$ cat config.mk
export PLATFORM = sky130hd
export DESIGN_NAME = morse_keyer_flat
export DESIGN_NICKNAME = d
export VERILOG_FILES = /design/src/rtl/morse_keyer_if.sv /design/src/rtl/morse_keyer.sv /design/src/flat_wrapper.sv
export SDC_FILE = /design/constraint.sdc
export NUM_CORES = 1
export LEC_CHECK = 0
export ABC_CLOCK_PERIOD_IN_PS = 2900
export CORE_ASPECT_RATIO = 2
export CORE_MARGIN = 2
export CORE_UTILIZATION = 55
export CTS_CLUSTER_DIAMETER = 50
export CTS_CLUSTER_SIZE = 12
export DETAILED_ROUTE_END_ITERATION = 8
export HOLD_SLACK_MARGIN = 0.06
export PLACE_DENSITY = 0.79
export SLEW_MARGIN = 25
export SYNTH_ARGS = -nofsm -noshare
export SYNTH_HDL_FRONTEND = slang
export SYNTH_SLANG_ARGS = --single-unit
$ cat constraint.sdc
create_clock -name clk_24 -period 2.9 [get_ports clk_24]
set_clock_uncertainty 0.1 [all_clocks]
set_input_delay 0.87 -clock clk_24 [delete_from_list [all_inputs] [get_ports clk_24]]
set_output_delay 0.87 -clock clk_24 [all_outputs]
set_load 0.1 [all_outputs]
$ cat src/rtl/morse_keyer_if.sv
// Character handshake between the character source and the morse keyer.
// The source drives the character and its pattern; the keyer returns a one-cycle pop strobe.
interface morse_keyer_if;
    logic       char_valid;
    logic [6:0] char_ascii;
    logic [6:0] morse_value;
    logic [2:0] morse_len;
    logic       char_ready;

    modport master (
        output char_valid,
        output char_ascii,
        output morse_value,
        output morse_len,
        input  char_ready
    );

    modport slave (
        input  char_valid,
        input  char_ascii,
        input  morse_value,
        input  morse_len,
        output char_ready
    );
endinterface

$ cat src/rtl/morse_keyer.sv
// Morse timing sequencer: accepts one character per handshake, keys dot/dash/gap
// units from a prescaled clock, and echoes every accepted character.
module morse_keyer #(
    parameter int CLK_UNITS = 1_000_000,
    parameter int UNIT_W    = 24
) (
    input  logic                 clk_24,
    input  logic                 rst_n,
    morse_keyer_if.slave         chr,
    input  logic                 abort,
    output logic                 key_out,
    output logic                 echo_valid,
    output logic [7:0]           echo_data,
    output logic                 busy
);

    typedef enum logic [1:0] {
        IDLE     = 2'd0,
        MARK     = 2'd1,
        ELEM_GAP = 2'd2,
        CHAR_GAP = 2'd3
    } state_t;

    state_t            state_r;
    logic [UNIT_W-1:0] presc_r;
    logic [2:0]        units_r;
    logic [2:0]        idx_r;
    logic [2:0]        len_r;
    logic [6:0]        value_r;
    logic              char_ready_r;

    logic              tick_s;
    logic              last_s;
    logic [2:0]        idx_next_s;

    assign tick_s         = (presc_r == UNIT_W'(CLK_UNITS - 1));
    assign last_s         = tick_s && (units_r == 3'd1);
    assign idx_next_s     = idx_r + 3'd1;
    assign chr.char_ready = char_ready_r;

    // Sequencer FSM with prescaler, unit counter and registered outputs.
    always_ff @(posedge clk_24 or negedge rst_n) begin
        if (!rst_n) begin
            state_r      <= IDLE;
            presc_r      <= '0;
            units_r      <= 3'd0;
            idx_r        <= 3'd0;
            len_r        <= 3'd0;
            value_r      <= 7'd0;
            char_ready_r <= 1'b0;
            key_out      <= 1'b0;
            echo_valid   <= 1'b0;
            echo_data    <= 8'd0;
            busy         <= 1'b0;
        end else begin
            char_ready_r <= 1'b0;
            echo_valid   <= 1'b0;
            case (state_r)
                IDLE: begin
                    key_out <= 1'b0;
                    busy    <= 1'b0;
                    presc_r <= '0;
                    idx_r   <= 3'd0;
                    // The pop cycle launches timing from the pattern latched one cycle earlier.
                    if (char_ready_r) begin
                        if (abort) begin
                            state_r <= IDLE;
                        end else if (echo_data[6:0] == 7'd32) begin
                            state_r <= CHAR_GAP;
                            units_r <= 3'd4;
                            busy    <= 1'b1;
                        end else if (len_r == 3'd0) begin
                            state_r <= IDLE;
                        end else begin
                            state_r <= MARK;
                            units_r <= value_r[0] ? 3'd3 : 3'd1;
                            key_out <= 1'b1;
                            busy    <= 1'b1;
                        end
                    end else if (chr.char_valid && !abort) begin
                        char_ready_r <= 1'b1;
                        echo_valid   <= 1'b1;
                        echo_data    <= {1'b0, chr.char_ascii};
                        value_r      <= chr.morse_value;
                        len_r        <= chr.morse_len;
                    end else begin
                        state_r <= IDLE;
                    end
                end
                default: begin
                    if (abort) begin
                        state_r <= IDLE;
                        presc_r <= '0;
                        key_out <= 1'b0;
                        busy    <= 1'b0;
                    end else if (last_s) begin
                        presc_r <= '0;
                        case (state_r)
                            MARK: begin
                                idx_r   <= idx_next_s;
                                key_out <= 1'b0;
                                if (idx_next_s == len_r) begin
                                    state_r <= CHAR_GAP;
                                    units_r <= 3'd3;
                                end else begin
                                    state_r <= ELEM_GAP;
                                    units_r <= 3'd1;
                                end
                            end
                            ELEM_GAP: begin
                                state_r <= MARK;
                                units_r <= value_r[idx_r] ? 3'd3 : 3'd1;
                                key_out <= 1'b1;
                            end
                            default: begin
                                state_r <= IDLE;
                                key_out <= 1'b0;
                                busy    <= 1'b0;
                            end
                        endcase
                    end else if (tick_s) begin
                        units_r <= units_r - 3'd1;
                        presc_r <= '0;
                    end else begin
                        presc_r <= presc_r + UNIT_W'(1);
                    end
                end
            endcase
        end
    end

endmodule

$ cat src/flat_wrapper.sv
// flat-port wrapper written by rule: the top's interface ports become plain ports
module morse_keyer_flat 
#(
    parameter int CLK_UNITS = 1_000_000,
    parameter int UNIT_W    = 24
)
  (clk_24, rst_n, abort, key_out, echo_valid, echo_data, busy, chr_char_valid, chr_char_ascii, chr_morse_value, chr_morse_len, chr_char_ready);
  morse_keyer_if chr_i ();
  input  logic clk_24;
  input  logic rst_n;
  input  logic abort;
  output logic key_out;
  output logic echo_valid;
  output logic [7:0] echo_data;
  output logic busy;
  input wire logic [$bits(chr_i.char_valid)-1:0] chr_char_valid;
  input wire logic [$bits(chr_i.char_ascii)-1:0] chr_char_ascii;
  input wire logic [$bits(chr_i.morse_value)-1:0] chr_morse_value;
  input wire logic [$bits(chr_i.morse_len)-1:0] chr_morse_len;
  output wire logic [$bits(chr_i.char_ready)-1:0] chr_char_ready;
  assign chr_i.char_valid = chr_char_valid;
  assign chr_i.char_ascii = chr_char_ascii;
  assign chr_i.morse_value = chr_morse_value;
  assign chr_i.morse_len = chr_morse_len;
  assign chr_char_ready = chr_i.char_ready;
  morse_keyer #(.CLK_UNITS(CLK_UNITS), .UNIT_W(UNIT_W)) u_core (.clk_24(clk_24), .rst_n(rst_n), .chr(chr_i), .abort(abort), .key_out(key_out), .echo_valid(echo_valid), .echo_data(echo_data), .busy(busy));
endmodule
After elaboration in Yosys (flattened, before gate mapping):

Index checks and enable logic that the tools add are counted.

* $add $sub $neg: 3
* order comparisons: 1
* equality and inequality tests: 13
* mux-type cells: 50
* bitwise logic cells: 1
* reductions and logical operators: 15

Operator list (count)
* $mux W24: 4
* $mux W3: 12
* $add A24 B1 Y24 const B: 1
* $eq A24 B20 Y1 const B: 1
* $mux W1: 21
* $mux W2: 10
* $eq A7 B6 Y1 const B: 1
* $ne A3 B2 Y1 const B: 2
* $pmux W3 S2: 1
* $reduce_and A3 Y1: 2
* $reduce_and A6 Y1: 1
* $reduce_bool A3 Y1: 2
* $lt A3 B4 Y1 const B: 1
* $ne A2 B1 Y1 const B: 2
* $ne A4 B4 Y1 const B: 1
* $pmux W2 S2: 1
* $reduce_and A2 Y1: 2
* $reduce_bool A2 Y1: 2
* $add A3 B1 Y3 const B: 1
* $bmux W1 S3: 1
* $eq A3 B1 Y1 const B: 1
* $eq A3 B3 Y1: 1
* $logic_not A3 Y1: 1
* $ne A3 B1 Y1 const B: 1
* 9 further kinds: 10

* bits in registers: 52
* bits of input ports: 21
* output and inout port bits: 12
* word-level logic and storage cells: 93

Longest topological paths before layout:

* depth in word-level cells: 7
* gate-level depth with buffers: 7
* gate-level depth less buffers: 7

Worst setup path after synthesis:

Ideal clock, no wire load.

* path type: register to register
* start: reg u_core.echo_data[5]
* end: reg u_core.units_r[0]
* setup time: 0.125 ns
* arrival: 2.415 ns
* data required time: 2.675 ns
* slack: 0.260 ns
* stages on the path, launching flop included: 6
* path buffers: 0
* clock period less this slack: 2.640 ns
* path through: dfrtp_1 or4b_4 nor4_4 o2111ai_2 o21ai_2 mux2_2

* longest elaborated chain between the ends: 5
* elaborated cells between the ends (all ways): 7
* those cells by class: eq/ne: 2; mux: 4; reduce/logical: 1

Ends and longest elaborated chain
* start, declared: line morse_keyer.sv:13 `output logic [7:0] echo_data,`
* start signal, assigned: line morse_keyer.sv:83 `echo_data <= {1'b0, chr.char_ascii};`
* $eq A7 B6 Y1 *: line morse_keyer.sv:68 `end else if (echo_data[6:0] == 7'd32) begin`
* $mux W3: line morse_keyer.sv:68
* $mux W3: line morse_keyer.sv:66 `if (abort) begin`
* $mux W3: line morse_keyer.sv:65 `if (char_ready_r) begin`
* $mux W3: line morse_keyer.sv:58 `case (state_r)`
* end signal, assigned: line morse_keyer.sv:76 `units_r <= value_r[0] ? 3'd3 : 3'd1;`
* end signal, assigned: line morse_keyer.sv:112 `units_r <= value_r[idx_r] ? 3'd3 : 3'd1;`
* end signal, assigned: line morse_keyer.sv:122 `units_r <= units_r - 3'd1;`
* end, declared: line morse_keyer.sv:26 `logic [2:0] units_r;`

Every way passes the cells marked *; elsewhere a longest branch is shown, timed or not. The select of a mux whose other input is x is not followed.
A chain may end at the register's enable or synchronous reset.

Worst setup path after layout:

* start: reg u_core.echo_data[2]
* end: reg u_core.units_r[0]

Same word-level chain as after synthesis.

==> impl_results.html <==
<table>
<tr><th>Metric</th><th>Value</th></tr>
<tr><th colspan="2">Timing</th></tr>
<tr><td>Max-slew violation count</td><td>0</td></tr>
<tr><td>Worst-Margin Slew</td><td>0.722 ns</td></tr>
<tr><td>Part of the cycle the worst path needs</td><td>0.802</td></tr>
<tr><td>Final Setup Violations</td><td>0</td></tr>
<tr><td>Crit path time final</td><td>2.33 ns</td></tr>
<tr><td>Final worst setup slack</td><td>0.573 ns</td></tr>
<tr><td>Setup repair after global routing missed its margin</td><td>false</td></tr>
<tr><td>Hold Fails Final Rpt</td><td>0</td></tr>
<tr><td>Upper clock frequency limit</td><td>430 MHz</td></tr>
<tr><td>Setup TNS Final</td><td>0 ns</td></tr>
<tr><td>Tightest slew margin relative to the limit</td><td>0.519</td></tr>
<tr><th colspan="2">Cells and area</th></tr>
<tr><td>Final-stage net count</td><td>308</td></tr>
<tr><td>Post-synthesis to final-layout area growth</td><td>17.5%</td></tr>
<tr><td>Count of filler cells inserted in the layout</td><td>384</td></tr>
<tr><td>Proportion of layout cells with a drive suffix above 1</td><td>0.204</td></tr>
<tr><td>Diodes inserted</td><td>0</td></tr>
<tr><td>Final core utilization</td><td>0.659</td></tr>
<tr><th colspan="2">Clocking</th></tr>
<tr><td>Clock Path Buffers</td><td>2</td></tr>
<tr><td>Clock slew at the register clock pins of the worst setup and hold paths</td><td>0.10 ns</td></tr>
<tr><td>Cts repair resizes</td><td>0</td></tr>
<tr><td>Sinks on Clock Net</td><td>52</td></tr>
<tr><td>Insertion delay to the later sink of the worst-skew pair</td><td>0.31 ns</td></tr>
<tr><td>Number of buffers created by CTS</td><td>5</td></tr>
<tr><td>Clock tree from TritonCTS</td><td>done</td></tr>
<tr><td>Cell chosen for the clock root</td><td>sky130_fd_sc_hd__clkbuf_8</td></tr>
<tr><td>H-Tree Depth</td><td>2</td></tr>
<tr><td>Number of buffers inserted by hold repair at cts</td><td>0</td></tr>
<tr><td>Post-CTS setup-driven buffer insertion count</td><td>0</td></tr>
<tr><th colspan="2">Yosys</th></tr>
<tr><td>Yosys warning total</td><td>0</td></tr>
<tr><td>Ranking of synthesized cells by area</td><td>sky130_fd_sc_hd__dfrtp_1 49%, sky130_fd_sc_hd__mux2_2 7.6%, sky130_fd_sc_hd__xor2_1 4.6%, sky130_fd_sc_hd__nor2_1 4.5%, sky130_fd_sc_hd__xnor2_1 4.3%</td></tr>
<tr><td>Most numerous cell types in the synthesized netlist</td><td>52 x sky130_fd_sc_hd__dfrtp_1, 32 x sky130_fd_sc_hd__nor2_1, 18 x sky130_fd_sc_hd__mux2_2</td></tr>
<tr><td>Most instantiated flip-flop cell in the synthesis netlist</td><td>sky130_fd_sc_hd__dfrtp_1</td></tr>
<tr><td>Cell type with the largest total area after synthesis</td><td>sky130_fd_sc_hd__dfrtp_1</td></tr>
<tr><td>Area of the mapped netlist</td><td>0.00268 mm²</td></tr>
<tr><td>Share of flip-flops with an asynchronous set or reset</td><td>1.00</td></tr>
<tr><td>Flip-flop and latch count after synthesis</td><td>52</td></tr>
<tr><td>Count of unique library cells instantiated by Yosys</td><td>46</td></tr>
<tr><td>Count leader, synth</td><td>sky130_fd_sc_hd__dfrtp_1</td></tr>
<tr><td>Sequential share of the synthesized area</td><td>0.486</td></tr>
<tr><td>Area share of the largest cell type after synthesis</td><td>0.486</td></tr>
<tr><td>Number of enable-type register cells in the synthesized netlist</td><td>0</td></tr>
<tr><td>Syn Area/Cell</td><td>11.1 µm²</td></tr>
<tr><td>Syn_nets</td><td>271</td></tr>
<tr><td>Post-synthesis cell count</td><td>242</td></tr>
<tr><th colspan="2">Floorplanning</th></tr>
<tr><td>Overall die area</td><td>0.00548 mm²</td></tr>
<tr><td>Number of core rows</td><td>36</td></tr>
<tr><td>Starting density of the core</td><td>0.561</td></tr>
<tr><td>Core area</td><td>0.00477 mm²</td></tr>
<tr><td>Vertical die dimension</td><td>103 µm</td></tr>
<tr><td>Die W</td><td>53.4 µm</td></tr>
<tr><td>Number of top-level pins</td><td>33</td></tr>
<tr><th colspan="2">Worst setup path</th></tr>
<tr><td>Worst Path Class, Setup</td><td>flip-flop to flip-flop</td></tr>
<tr><td>Stage delay of the slowest cell on the critical path</td><td>0.56 ns</td></tr>
<tr><td>Data required time of the critical path</td><td>2.99 ns</td></tr>
<tr><td>Data arrival time of the critical path</td><td>2.41 ns</td></tr>
<tr><td>Register-to-register path setup slack</td><td>0.57 ns</td></tr>
<tr><td>Biggest fanout along the worst timing path</td><td>6</td></tr>
<tr><td>Critical path cell sequence</td><td>or4b_4 -&gt; nor4_4 -&gt; o2111ai_2 -&gt; o21ai_2 -&gt; mux2_2</td></tr>
<tr><td>Capturing element type of the critical path</td><td>flip-flop</td></tr>
<tr><td>Cell with the largest stage delay on the worst path</td><td>sky130_fd_sc_hd__or4b_4</td></tr>
<tr><td>Kind of start point of the critical path</td><td>flip-flop</td></tr>
<tr><th colspan="2">Drt</th></tr>
<tr><td>Post-route DRC violation count</td><td>0</td></tr>
<tr><td>Via total after detailed routing</td><td>1912</td></tr>
<tr><td>Remaining number of nets flagged by the antenna check after routing</td><td>0</td></tr>
<tr><td>Via-per-instance ratio</td><td>5.67</td></tr>
<tr><td>Mean routed wirelength per cell</td><td>15.6 µm</td></tr>
<tr><td>Drt pass-1 iters</td><td>4</td></tr>
<tr><td>Total Wirelength</td><td>5250 µm</td></tr>
<tr><td>Count of routing violations after the opening detailed-route iteration</td><td>42</td></tr>
<tr><th colspan="2">Pwr</th></tr>
<tr><td>Total power</td><td>2.61 mW</td></tr>
<tr><td>Static power due to leakage</td><td>1.37 nW</td></tr>
<tr><td>Maximum ir drop on the vdd rail</td><td>0.985 mV</td></tr>
<tr><td>Power density over cell area</td><td>828 mW/mm²</td></tr>
<tr><th colspan="2">Global route</th></tr>
<tr><td>Wire length of the first global-routing pass</td><td>8850 µm</td></tr>
<tr><td>Via count of the first global-routing pass</td><td>1923</td></tr>
<tr><td>GRT Residual Overflow</td><td>0</td></tr>
<tr><td>Pin count of the biggest net entering global routing</td><td>33</td></tr>
<tr><td>All-layer global routing usage</td><td>0.214</td></tr>
<tr><td>Initial antenna violation count</td><td>0</td></tr>
<tr><th colspan="2">Place</th></tr>
<tr><td>Total half-perimeter wirelength after legalization and detailed placement</td><td>3880 µm</td></tr>
<tr><td>Minimum setup slack after placement</td><td>0.236 ns</td></tr>
<tr><td>Buffers on Ports</td><td>31</td></tr>
<tr><td>Weighted congestion reported at the end of routability-driven placement</td><td>0.787</td></tr>
<tr><th colspan="2">Flow run</th></tr>
<tr><td># Max-Cap Violations</td><td>0</td></tr>
<tr><th colspan="2">Outcome</th></tr>
<tr><td>Run status</td><td>finished clean</td></tr>
<tr><th colspan="2">Min path</th></tr>
<tr><td>Min-delay worst type</td><td>flip-flop to flip-flop</td></tr>
</table>
==> cell type report <==
class / instances / area (µm²) / area share
Multi-Input combinational cell: 172 / 1320 / 0.419
Sequential cell: 52 / 1300 / 0.413
Timing Repair Buffer: 38 / 330 / 0.105
Clock buffer: 8 / 90.1 / 0.0286
Tap cell: 57 / 71.3 / 0.0227
Inverter: 10 / 37.5 / 0.0119
==> report_power, final <==
part	switching, mW	internal [mW]	total, mW
logic	0.762	0.386	1.15
registers	0.145	0.886	1.03
clock network	0.231	0.195	0.426
==> worst max-delay path, delay by kind of cell, from the launching register on <==
family          cells  cell delay [ns]
compound gates      2             0.42
flops               1             0.42
mux                 1             0.36
simple gates        2             0.91
==> routing by layer <==
metal  GRT usage  share of wire  vias up
met5           0              0        -
met4      0.0868          0.022        0
met3      0.0362          0.036       10
met2       0.345           0.51       49
met1       0.282           0.43      947
li1            -              -      906
==> cells in the final DEF (no fill, tap or decap), types with 3 or more instances in the layout <==
| cell type | instances |
|---|---|
| sky130_fd_sc_hd__nand2_1 | 13 |
| sky130_fd_sc_hd__nor2_1 | 32 |
| sky130_fd_sc_hd__and3_1 | 7 |
| sky130_fd_sc_hd__xnor2_1 | 13 |
| sky130_fd_sc_hd__a21oi_1 | 4 |
| sky130_fd_sc_hd__mux2_2 | 18 |
| sky130_fd_sc_hd__nor3_1 | 4 |
| sky130_fd_sc_hd__ha_1 | 8 |
| sky130_fd_sc_hd__mux2i_1 | 4 |
| sky130_fd_sc_hd__inv_1 | 10 |
| sky130_fd_sc_hd__clkbuf_8 | 6 |
| sky130_fd_sc_hd__clkdlybuf4s50_1 | 19 |
| sky130_fd_sc_hd__dfrtp_1 | 52 |
| sky130_fd_sc_hd__nand3_1 | 10 |
| sky130_fd_sc_hd__buf_4 | 18 |
| sky130_fd_sc_hd__o21ai_0 | 6 |
| sky130_fd_sc_hd__xor2_1 | 14 |
| sky130_fd_sc_hd__nand4_1 | 3 |
==> final timing paths <==
| path | to | from | depth (start not counted) |
|---|---|---|---|
| worst max-delay path | u_core.units_r[0]$_DFFE_PN0P_ | u_core.echo_data[2]$_DFFE_PN0P_ | 5 |
| worst min-delay path | u_core.value_r[4]$_DFFE_PN0P_ | u_core.value_r[4]$_DFFE_PN0P_ | 1 |
| worst max register to register | u_core.units_r[0]$_DFFE_PN0P_ | u_core.echo_data[2]$_DFFE_PN0P_ | 5 |
| worst min register to register | u_core.value_r[4]$_DFFE_PN0P_ | u_core.value_r[4]$_DFFE_PN0P_ | 1 |
| max in group asynchronous | u_core.echo_data[4]$_DFFE_PN0P_ | rst_n | 2 |
| min in group asynchronous | u_core.presc_r[10]$_DFF_PN0_ | rst_n | 1 |
==> registers in the layout, indices dropped and copies added (netlist names) <==
register,count
u_core.busy,1
u_core.chr.char_ready,1
u_core.echo_data,7
u_core.idx_r,3
u_core.key_out,1
u_core.len_r,3
u_core.presc_r,24
u_core.state_r,2
u_core.units_r,3
u_core.value_r,7
==> per-stage QoR <==
stage	instances	hold WS (ns)	area [µm²]
floorplan	242	0.369	2680
global placement	329	0.390	3060
detailed placement	329	0.395	3060
CTS	337	0.415	3150
global route	337	0.434	3150
finish	337	0.410	3150
==> cell families after synthesis <==
kind of cell | count (synthesis) | share of synthesized area
other | 1 | 0.00140
flip-flops | 52 | 0.486
buffers and inverters | 18 | 0.0280
adder cells (fa/ha/maj) | 8 | 0.0374
AO/OA/AOI/OAI | 21 | 0.0537
multiplexers | 23 | 0.0990
XOR/XNOR | 27 | 0.0883
AND/OR/NAND/NOR | 92 | 0.206
No activity file was read; power rests on OpenSTA's default activity.
